### src/rtl/tick_timer_pkg.sv
// Shared types for the tick timer: counting modes and direction encodings.
package tick_timer_pkg;

  typedef enum logic [1:0] {
    MODE_FREE    = 2'b00,
    MODE_RELOAD  = 2'b01,
    MODE_ONESHOT = 2'b10
  } mode_e;

  localparam logic DIR_UP   = 1'b0;
  localparam logic DIR_DOWN = 1'b1;

endpackage

### src/rtl/tick_timer_if.sv
// Control/status bundle of the tick timer; master drives configuration, slave is the timer.
interface tick_timer_if #(
  parameter int WIDTH      = 24,
  parameter int PRESCALE_W = 8
);
  logic                  en;
  logic [1:0]            mode;
  logic                  dir;
  logic                  load;
  logic [WIDTH-1:0]      load_value;
  logic [WIDTH-1:0]      limit;
  logic [PRESCALE_W-1:0] prescale;
  logic [WIDTH-1:0]      count;
  logic                  tc;
  logic                  done;

  modport master (
    output en, mode, dir, load, load_value, limit, prescale,
    input  count, tc, done
  );

  modport slave (
    input  en, mode, dir, load, load_value, limit, prescale,
    output count, tc, done
  );
endinterface

### src/rtl/tick_timer_prescaler.sv
// Clock prescaler: emits one step every prescale+1 enabled cycles; a load restarts the period.
module tick_prescaler #(
  parameter int PRESCALE_W = 8
) (
  input  logic                  i_clk,
  input  logic                  i_rst,
  input  logic                  i_en,
  input  logic                  i_clr,
  input  logic [PRESCALE_W-1:0] i_prescale,
  output logic                  o_step
);

  logic [PRESCALE_W-1:0] r_pre_cnt;
  logic                  w_wrap;

  // >= rather than == so a shrinking prescale never strands the counter above it
  assign w_wrap = (r_pre_cnt >= i_prescale);
  assign o_step = i_en && w_wrap;

  always_ff @(posedge i_clk) begin
    if (!i_rst) begin
      r_pre_cnt <= '0;
    end else if (i_clr) begin
      r_pre_cnt <= '0;
    end else if (i_en) begin
      r_pre_cnt <= w_wrap ? '0 : r_pre_cnt + PRESCALE_W'(1);
    end
  end

endmodule

### src/rtl/tick_timer.sv
// General-purpose tick timer: prescaled up/down counter with free-run, reload and one-shot modes.
module tick_timer
  import tick_timer_pkg::*;
#(
  parameter int WIDTH      = 24,
  parameter int PRESCALE_W = 8
) (
  input  logic       i_clk,
  input  logic       i_rst,
  tick_timer_if.slave bus
);

  localparam logic [WIDTH-1:0] ALL_ONES = '1;

  logic             w_step;
  logic             w_term;
  logic             w_bounded;
  logic             w_frozen;
  mode_e            w_mode;
  logic [WIDTH-1:0] r_count;
  logic             r_tc;
  logic             r_done;

  tick_prescaler #(.PRESCALE_W(PRESCALE_W)) u_pre (
    .i_clk      (i_clk),
    .i_rst      (i_rst),
    .i_en       (bus.en),
    .i_clr      (bus.load),
    .i_prescale (bus.prescale),
    .o_step     (w_step)
  );

  // reserved encoding 2'b11 falls into the FREE branches below
  assign w_mode   = mode_e'(bus.mode);
  assign w_frozen = (w_mode == MODE_ONESHOT) && r_done;

  always_comb begin
    w_term    = 1'b0;
    w_bounded = (w_mode == MODE_RELOAD) || (w_mode == MODE_ONESHOT);
    if (bus.dir == DIR_DOWN) begin
      w_term = (r_count == '0);
    end else if (w_bounded) begin
      w_term = (r_count >= bus.limit);
    end else begin
      w_term = (r_count == ALL_ONES);
    end
  end

  always_ff @(posedge i_clk) begin
    if (!i_rst) begin
      r_count <= '0;
      r_tc    <= 1'b0;
      r_done  <= 1'b0;
    end else if (bus.load) begin
      r_count <= bus.load_value;
      r_tc    <= 1'b0;
      r_done  <= 1'b0;
    end else begin
      r_tc <= 1'b0;
      if (w_step && !w_frozen) begin
        if (!w_term) begin
          r_count <= (bus.dir == DIR_DOWN) ? r_count - WIDTH'(1) : r_count + WIDTH'(1);
        end else begin
          case (w_mode)
            MODE_RELOAD: begin
              r_count <= (bus.dir == DIR_DOWN) ? bus.limit : '0;
              r_tc    <= 1'b1;
            end
            MODE_ONESHOT: begin
              r_done <= 1'b1;
              r_tc   <= 1'b1;
            end
            default: begin
              r_count <= (bus.dir == DIR_DOWN) ? ALL_ONES : '0;
              r_tc    <= 1'b1;
            end
          endcase
        end
      end
    end
  end

  assign bus.count = r_count;
  assign bus.tc    = r_tc;
  assign bus.done  = r_done;

endmodule
### src/flat_wrapper.sv
// flat-port wrapper written by rule: the top's interface ports become plain ports
module tick_timer_flat import tick_timer_pkg::*;
#(
  parameter int WIDTH      = 24,
  parameter int PRESCALE_W = 8
)
  (i_clk, i_rst, bus_en, bus_mode, bus_dir, bus_load, bus_load_value, bus_limit, bus_prescale, bus_count, bus_tc, bus_done);
  tick_timer_if #(.WIDTH(WIDTH), .PRESCALE_W(PRESCALE_W)) bus_i ();
  input  logic i_clk;
  input  logic i_rst;
  input wire logic [$bits(bus_i.en)-1:0] bus_en;
  input wire logic [$bits(bus_i.mode)-1:0] bus_mode;
  input wire logic [$bits(bus_i.dir)-1:0] bus_dir;
  input wire logic [$bits(bus_i.load)-1:0] bus_load;
  input wire logic [$bits(bus_i.load_value)-1:0] bus_load_value;
  input wire logic [$bits(bus_i.limit)-1:0] bus_limit;
  input wire logic [$bits(bus_i.prescale)-1:0] bus_prescale;
  output wire logic [$bits(bus_i.count)-1:0] bus_count;
  output wire logic [$bits(bus_i.tc)-1:0] bus_tc;
  output wire logic [$bits(bus_i.done)-1:0] bus_done;
  assign bus_i.en = bus_en;
  assign bus_i.mode = bus_mode;
  assign bus_i.dir = bus_dir;
  assign bus_i.load = bus_load;
  assign bus_i.load_value = bus_load_value;
  assign bus_i.limit = bus_limit;
  assign bus_i.prescale = bus_prescale;
  assign bus_count = bus_i.count;
  assign bus_tc = bus_i.tc;
  assign bus_done = bus_i.done;
  tick_timer #(.WIDTH(WIDTH), .PRESCALE_W(PRESCALE_W)) u_core (.i_clk(i_clk), .i_rst(i_rst), .bus(bus_i));
endmodule
### config.mk
export PLATFORM = sky130hd
export DESIGN_NAME = tick_timer_flat
export DESIGN_NICKNAME = d
export VERILOG_FILES = /design/src/rtl/tick_timer_pkg.sv /design/src/rtl/tick_timer_if.sv /design/src/rtl/tick_timer_prescaler.sv /design/src/rtl/tick_timer.sv /design/src/flat_wrapper.sv
export SDC_FILE = /design/constraint.sdc
export NUM_CORES = 1
export LEC_CHECK = 0
export CORE_AREA = 2 2 118 120
export DETAILED_ROUTE_END_ITERATION = 12
export DIE_AREA = 0 0 120 122
export HOLD_SLACK_MARGIN = 0.1
export PLACE_DENSITY = 0.57
export SETUP_SLACK_MARGIN = 0.1
export SLEW_MARGIN = 40
export SYNTH_ARGS = -nofsm -noshare
export SYNTH_HDL_FRONTEND = slang
export SYNTH_SLANG_ARGS = --single-unit
### constraint.sdc
create_clock -name i_clk -period 3.1 [get_ports i_clk]
set_input_delay 0.31 -clock i_clk [delete_from_list [all_inputs] [get_ports i_clk]]
set_output_delay 0.31 -clock i_clk [all_outputs]
set_load 0.02 [all_outputs]
==> results.cfg <==
[setup_path]
r2r_start = u_core.bus.count[2]
crit_cells = 12
cp-startpoint = bus_dir
path_buf_inv = 3
cpMostUsedCell = buf_4
start_kind = input pin
reg2reg_slack_ns = 0.31
crit_path_max_fanout = 9
crit_path_end_kind = flop
rr_worst_depth = 10
crit_path_cell_trace = clkdlybuf4s50_1 > buf_4 > ha_1 > nor2b_4 > o31a_1 > o311a_1 > o21ai_0 > buf_4 > o21ai_1 > xnor2_1 > o221ai_1 > o211a_1
crit_family = compound AO/OA/AOI/OAI gates
max_stage_delay_ns = 0.46
crit_required_ns = 3.28
reg2reg_to = u_core.bus.count[16]
crit_arrival_ns = 3.08
crit_slowest_cell = clkdlybuf4s50_1
critPathKind = in -> reg

[clock_network]
clkLatencyLatePin_ns = 0.28
clk_path_buf_depth = 2
clk_pin_slew_ns = 0.06
postCtsSetupBuffers = 0
htree_levels = 2
cts_sinks = 34
root_buffer = clkbuf_16
numCtsBuffers = 5
cts_tree = yes

[routing]
num_vias = 4676
detail_route.iter0.violations = 367
wl_mm = 14.82
avgRoutedWirePerCell_um = 17.23
via_per_inst = 5.437
drt_pre_antenna_iters = 5
ant_nets = 0
drc = 0

[synthesis]
yosysMostFrequentCell = ha_1
synth-edff-count = 0
synth_cell_type_count = 58
synth_top_area_frac = 0.1816
synth_compound_area_frac = 0.3008
synth_seq_cells = 34
ys.flop_type = dfxtp_1
synthTopCellsByArea = ha_1 18%, dfxtp_1 17%, o21ai_0 7.1%
ys_warn_count = 0
synthArstFlopShare = 0
syn_area_um2 = 3926
synth_xor_area_frac = 0.05577
synth_simple_gate_area_frac = 0.2001
postSynthCellCount = 542
synth_nets = 663
avgSynthCellArea_um2 = 7.244
synthMuxAreaShare = 0.01562
yosysSeqAreaShare = 0.1734
synth_top_family_by_area = compound AO/OA/AOI/OAI gates
synth_top_area_cell = ha_1
synthAdderAreaFrac = 0.1867
synthTopCellsByCount = 57 x ha_1, 56 x o21ai_0, 49 x a21oi_1

[worst_hold_path]
min_delay_path_depth = 2
hold_class = reg -> reg
worstHoldEndpoint = u_core.u_pre.r_pre_cnt[7]
min_from = u_core.u_pre.r_pre_cnt[7]

[power_and_ir_drop]
ir_drop_uv = 202.7
p_leak_nw = 2.499
total_power_mw = 1.811
cellPowerDensity_nw_per_um2 = 321.2

[sta]
period_share = 0.9351
rsz0062_at_grt = false
finalHoldViolCount = 0
slew_viol_final = 0
max_slew.worst_pin.slew_ns = 0.6263
fmax_mhz = 345.0
setup_viol = 0
fin_worst_skew_ns = 0.004436
maxSlewHeadroom = 0.5814
fin_crit_ns = 2.899

[floorplanning]
die-area_um2 = 14640
rows = 43
die_h_um = 122
die_w_um = 120
start_util = 0.2907
core_um2 = 13500
pin_count = 89

[finish]
finalNonFillerCells = 860
layout.nets = 800
drive_gt1_frac = 0.1294
nFillCells = 1421
syn_to_final_growth_pct = 43.63
n_antenna_cell = 0

[grt]
first_global_vias = 4609
grt_max_degree = 29
grt_pass1_wl_mm = 23.81
grt.total_usage = 0.2030
overflow = 0
antenna_found_initial = 0

[run_status]
status = completed

[placed_design]
post-dp-hpwl_mm = 11.82
io_buffers = 88
place.gp.congestion = 0.9510
dpl.cell_count = 852

[run]
maxCapViolCount = 0
==> metal layers <==
metal	routed length (um)	vias up	GRT usage
met4	255	0	0.05221
met1	6630	2236	0.2641
li1	-	2274	-
met2	7049	149	0.3512
met3	886	17	0.02996
met5	0	-	0
==> layout make-up <==
class	instances	area, um2	area share
Multi-Input combinational cell	439	3013	0.5343
Timing Repair Buffer	152	1374	0.2436
Sequential cell	34	680.7	0.1207
Tap cell	180	225.2	0.03994
Inverter	47	176.4	0.03128
Clock buffer	5	125.1	0.02219
Clock inverter	3	45.04	0.007988
==> worst max-delay path by stage <==
| stage | end | slack, ns |
|---|---|---|
| 5_1_grt | u_core.bus.count[23] | 0.06 |
| 3_3_place_gp | u_core.bus.count[20] | -0.08 |
| 2_1_floorplan | u_core.bus.count[22] | 0.40 |
| 6_report | u_core.bus.count[16] | 0.20 |
| 3_5_place_dp | u_core.bus.count[20] | -0.1 |
| 4_1_cts | u_core.bus.count[20] | 0.19 |
==> stage by stage <==
stage               worst slack [ns]  hold WS [ns]    util  setup TNS (ns)  instance area [um2]
floorplan                     0.4043        0.4468       -               0                 3926
global placement            -0.07566        0.5081  0.4026         -0.1450                 5436
detailed placement          -0.09547        0.5033  0.4026         -0.2494                 5436
CTS                           0.1893        0.5223  0.4152               0                 5607
global route                 0.06114        0.5837  0.4176               0                 5639
finish                        0.2011        0.5139  0.4176               0                 5639
==> worst register-to-register path: stages, from the launching register on <==
cell and delay [ns]:
dfxtp_1 0.49, ha_1 0.30, nor2b_4 0.13, o31a_1 0.27
o311a_1 0.39, o21ai_0 0.19, buf_4 0.16, o21ai_1 0.09
xnor2_1 0.31, o221ai_1 0.20, o211a_1 0.15
==> logic make-up after synthesis <==
| group | after synthesis |
|---|---|
| simple gates | 165 |
| mux | 6 |
| fa+ha+maj | 58 |
| compound gates | 185 |
| buf+inv | 69 |
| flops | 34 |
| xor+xnor | 25 |
==> state kept, by name (all words and copies together), names as in the netlist <==
| name | flops |
|---|---|
| u_core.bus.tc | 1 |
| u_core.bus.done | 1 |
| u_core.u_pre.r_pre_cnt | 8 |
| u_core.bus.count | 24 |
==> cell usage in the layout (no fill, tap or decap), types with 2 or more instances in the layout <==
master / netlist / layout
o21ai_0: 56 / 52
o311ai_0: 2 / 2
o21a_1: 5 / 5
nor2_1: 42 / 42
a21oi_1: 49 / 49
o211a_1: 4 / 4
nand3_1: 24 / 24
or2_2: 2 / 2
clkinvlp_4: 0 / 2
o21ai_1: 2 / 6
a31oi_1: 10 / 10
nand2_1: 43 / 43
and3_1: 7 / 7
inv_1: 46 / 46
nand2b_1: 7 / 7
nor2b_1: 3 / 3
nor3_1: 9 / 9
xor2_1: 13 / 13
dfxtp_1: 34 / 34
o211ai_1: 6 / 6
a41oi_1: 3 / 3
a211oi_1: 12 / 11
clkdlybuf4s50_1: 0 / 88
buf_4: 0 / 63
clkbuf_16: 0 / 5
xnor2_1: 12 / 12
nor4_2: 0 / 2
mux2i_1: 5 / 5
nand4_1: 18 / 18
ha_1: 57 / 56
nor4_1: 7 / 5
o221ai_1: 6 / 6
a311oi_1: 2 / 2
a21o_1: 6 / 6
==> power by group <==
| part | internal [mW] | total, mW | switching (mW) |
|---|---|---|---|
| clock | 0.379 | 0.589 | 0.210 |
| sequential | 0.458 | 0.502 | 0.0434 |
| combinational | 0.353 | 0.720 | 0.367 |
==> what timing repair did <==
item	CTS	global route
endpoints found under the setup margin	0	11
gates resized for setup	0	10
hold buffers	0	0
Power figures use the tool's default switching activity.
==> edit 1: new RTL, same flow settings <==
`WIDTH` is set to 24 in 3 places; all go to 28.
--- a/src/rtl/tick_timer_if.sv
+++ b/src/rtl/tick_timer_if.sv
@@ -1,6 +1,6 @@
 // Control/status bundle of the tick timer; master drives configuration, slave is the timer.
 interface tick_timer_if #(
-  parameter int WIDTH      = 24,
+  parameter int WIDTH      = 28,
   parameter int PRESCALE_W = 8
 );
   logic                  en;
--- a/src/rtl/tick_timer.sv
+++ b/src/rtl/tick_timer.sv
@@ -2,7 +2,7 @@
 module tick_timer
   import tick_timer_pkg::*;
 #(
-  parameter int WIDTH      = 24,
+  parameter int WIDTH      = 28,
   parameter int PRESCALE_W = 8
 ) (
   input  logic       i_clk,
--- a/src/flat_wrapper.sv
+++ b/src/flat_wrapper.sv
@@ -1,7 +1,7 @@
 // flat-port wrapper written by rule: the top's interface ports become plain ports
 module tick_timer_flat import tick_timer_pkg::*;
 #(
-  parameter int WIDTH      = 24,
+  parameter int WIDTH      = 28,
   parameter int PRESCALE_W = 8
 )
   (i_clk, i_rst, bus_en, bus_mode, bus_dir, bus_load, bus_load_value, bus_limit, bus_prescale, bus_count, bus_tc, bus_done);
Ports: changed (resized bus_count, bus_limit and bus_load_value); port bits go from 89 to 101. The function was not compared with the original's and may differ.
==> edit 1 against the unedited design <==
Setup slack worse by 12 ps; synthesized cell count up 11%; design area up 17%; wire length up 16%; combinational power up 51%; register-to-register slack about the same; clock skew up 2.5 ps; die area unchanged; sequential cell count up 4; synthesized area up 15%; cell count up 11%; total power up 30%.
==> edit 1: results (changes against the unedited design) <==
----------------------------------------------------
[Outcome]
  Status ... finished clean

[Layout]
  Clk cell area share ... 2.931% (-0.086 points)
  Buffer count excluding the clock tree in the final layout ... 194 (+28%)
  Largest register FFs ... 28 (+17%)
  Net count reported at finish ... 912 (+14%)
  Fraction of area in registers ... 11.50% (-0.57 points)
  Number of logic inverters in the finished layout ... 50 (+6.4%)

[Global routing]
  Number of global-route vias before repair ... 5125 (+11%)
  Global routing usage on met3 ... 2.715% (-0.28 points)
  Wire length of the first global-routing pass ... 26.76 mm (+12%)
  Total Routing Usage GR ... 23.04% (+2.7 points)

[Setup path]
  CP max stage cell ... sky130_fd_sc_hd__or4_4
  Worst R2R Path Depth ... 9 (-1)
  Worst setup path startpoint ... bus_limit[26]
  Capturing instance or port of the critical path ... u_core.bus.count[15]
  Critical Path Fanout Max ... 6 (-3)

[Route]
  Drt wl/cell ... 17.98 um (+4.3%)
  Wire length after detailed routing ... 17.19 mm (+16%)
  DR vias ... 5331 (+14%)
  Amount of wire on met3 after detailed routing ... 1.136 mm (+28%)

[Place]
  Detail Placement HPWL ... 13.79 mm (+17%)
  Cell Area, Placed ... 6349 um^2 (+17%)
  Port Buf Inserts ... 100 (+14%)

[Power and ir drop]
  Static leakage ... 2.994 nW (+20%)
  Largest voltage drop on the vdd net ... 0.2684 mV (+32%)

[Yosys]
  Mux cell area share after synthesis ... 0.6652% (-0.90 points)
  Cell types with the largest area share after synthesis ... sky130_fd_sc_hd__ha_1, sky130_fd_sc_hd__dfxtp_1, sky130_fd_sc_hd__a21oi_1, sky130_fd_sc_hd__inv_1, sky130_fd_sc_hd__nand2_1
  Number of nets produced by synthesis ... 739 (+11%)
  Sequential-to-total area share from yosys stat ... 16.85% (-0.48 points)
  Distinct cell type count of the synthesized netlist ... 61 (+5.2%)

[STA]
  Maximum clock skew at final layout ... 6.904 ps (+2.468 ps)

----------------------------------------------------
edit 1: metrics by stage:
step	hold slack, ps	utilization, %	power [mW]	setup slack, ps	setup TNS, ps
after floorplan	479.2	-	1.142	382.5	0
after global placement	489.5	47.01	1.613	-135.0	-704.6
after detailed placement	503.0	47.01	1.633	-149.8	-1641
after CTS	512.1	48.45	2.337	110.9	0
after global routing	533.4	48.99	2.486	22.87	0
final	514.3	48.99	2.361	188.9	0
edit 1: worst reg2reg max path: stages, from the launching register on:
cell	delay, ps
sky130_fd_sc_hd__dfxtp_1	500
sky130_fd_sc_hd__ha_1	310
sky130_fd_sc_hd__a21o_1	180
sky130_fd_sc_hd__a221oi_1	250
sky130_fd_sc_hd__o21ai_1	160
sky130_fd_sc_hd__a211o_1	320
sky130_fd_sc_hd__a211o_1	290
sky130_fd_sc_hd__and2_1	220
sky130_fd_sc_hd__a221oi_1	330
sky130_fd_sc_hd__a21oi_1	110
==> edit 2: new RTL, same flow settings <==
Without the edit above. Make the reset (`i_rst`) asynchronous in 2 clocked blocks.
--- a/src/rtl/tick_timer_prescaler.sv
+++ b/src/rtl/tick_timer_prescaler.sv
@@ -17,7 +17,7 @@
   assign w_wrap = (r_pre_cnt >= i_prescale);
   assign o_step = i_en && w_wrap;
 
-  always_ff @(posedge i_clk) begin
+  always_ff @(posedge i_clk or negedge i_rst) begin
     if (!i_rst) begin
       r_pre_cnt <= '0;
     end else if (i_clr) begin
--- a/src/rtl/tick_timer.sv
+++ b/src/rtl/tick_timer.sv
@@ -46,7 +46,7 @@
     end
   end
 
-  always_ff @(posedge i_clk) begin
+  always_ff @(posedge i_clk or negedge i_rst) begin
     if (!i_rst) begin
       r_count <= '0;
       r_tc    <= 1'b0;
Check against the original RTL: differs if i_rst is asserted again (counterexample within 4 cycles, from zero or initial values and one cycle with i_rst low); with i_rst held inactive, the same outputs for 4 cycles.
==> edit 2 against the unedited design <==
Die area unchanged; synthesized area is 3.2% higher; design area increased by 9.0%; wire length grew 3.0%; setup slack got worse by 58 ps; first-iteration DRC count decreased by 12%; sequential cell count stayed put; clock skew about the same; critical path depth is the same; register-to-register slack lost 120 ps; critical path type unchanged; critical endpoint is now u_core.bus.count[14]; highest routed layer unchanged.
Power is not compared: it rests on default switching activity, and its combinational part moved more than twofold at a synthesized area within 25%.
==> edit 2: results (changes against the unedited design) <==
----------------------------------------------------
[Outcome]
  Status ... finished clean

[Place]
  Post-Place Setup Slack ... -446.7 ps (-351.2 ps)
  DP Cell Count ... 850 (-0.23%)
  Cell Area, Placed ... 5709 um^2 (+5.0%)
  Detail Placement HPWL ... 11.70 mm (-1.1%)

[Global routing]
  Wire length of the first global-routing pass ... 24.58 mm (+3.2%)
  Global Route met1 Usage ... 28.57% (+2.2 points)
  Number of global-route vias before repair ... 4725 (+2.5%)
  Pin count of the biggest net entering global routing ... 35 (+21%)
  Met2 capacity usage during global routing ... 34.06% (-1.1 points)

[Layout]
  Buffer share of cell area ... 26.76% (+2.4 points)
  Number of multi-input logic gates ... 424 (-3.4%)
  Multi-input combinational area share ... 50.98% (-2.5 points)
  Area taken by flip-flops and latches ... 850.8 um^2 (+25%)
  Buffer count excluding the clock tree in the final layout ... 182 (+20%)
  Fill cell instance count of the final layout ... 1306 (-8.1%)
  Count of non-filler cells in the finished layout ... 867 (+0.81%)

[Setup path]
  Register-to-register setup slack ... 190 ps (-120 ps)
  Largest stage delay on the critical path ... 510 ps (+50 ps)
  CP Data Arrival Time ... 3110 ps (+30 ps)

[STA]
  Post-layout minimum cycle time ... 2957 ps (+57.67 ps)
  Tightest slew margin relative to the limit ... 57.87% (-0.28 points)
  Worst hold slack ... 463.7 ps (-50.14 ps)

[Route]
  Amount of wire on met3 after detailed routing ... 1.006 mm (+14%)
  Ratio of routed vias to standard cells ... 5.451 (+0.25%)
  Routed length on met1 ... 6.951 mm (+4.8%)

[Clock tree]
  Resized cells post-CTS ... 19 (+19)

[Yosys]
  Top flip-flop cell by instance count after synthesis ... sky130_fd_sc_hd__dfrtp_1
  Post-synth ARST share ... 100.0% (+100 points)
  Mux cell area share after synthesis ... 1.235% (-0.33 points)
  Adder-cell area share of the yosys netlist ... 18.10% (-0.58 points)
  Sequential-to-total area share from yosys stat ... 21.00% (+3.7 points)
  Compound-cell area share of the yosys netlist ... 31.28% (+1.2 points)

----------------------------------------------------
## edit 2: cell types whose count changed after synthesis, moves of 11 or more
cell	change
sky130_fd_sc_hd__dfrtp_1	+34
sky130_fd_sc_hd__dfxtp_1	-34
sky130_fd_sc_hd__nand3_1	-14
sky130_fd_sc_hd__o22ai_1	+11
## edit 2: path summary, 6_finish.rpt
check                                     startpoint  depth (start not counted)                         to
max reg2reg                      u_core.bus.count[1]                         10       u_core.bus.count[14]
min                                            i_rst                          2  u_core.u_pre.r_pre_cnt[5]
min reg2reg                u_core.u_pre.r_pre_cnt[7]                          2  u_core.u_pre.r_pre_cnt[7]
max in group asynchronous                      i_rst                          2        u_core.bus.count[8]
min in group i_clk         u_core.u_pre.r_pre_cnt[7]                          2  u_core.u_pre.r_pre_cnt[7]
max                                          bus_dir                         12       u_core.bus.count[14]
## edit 2: power by group
part           internal, mW  leakage, nW  switching (mW)  total [mW]
clock                 0.311       0.0688           0.197       0.509
combinational         0.946         2.31           0.981        1.93
sequential            0.513        0.422           0.101       0.614
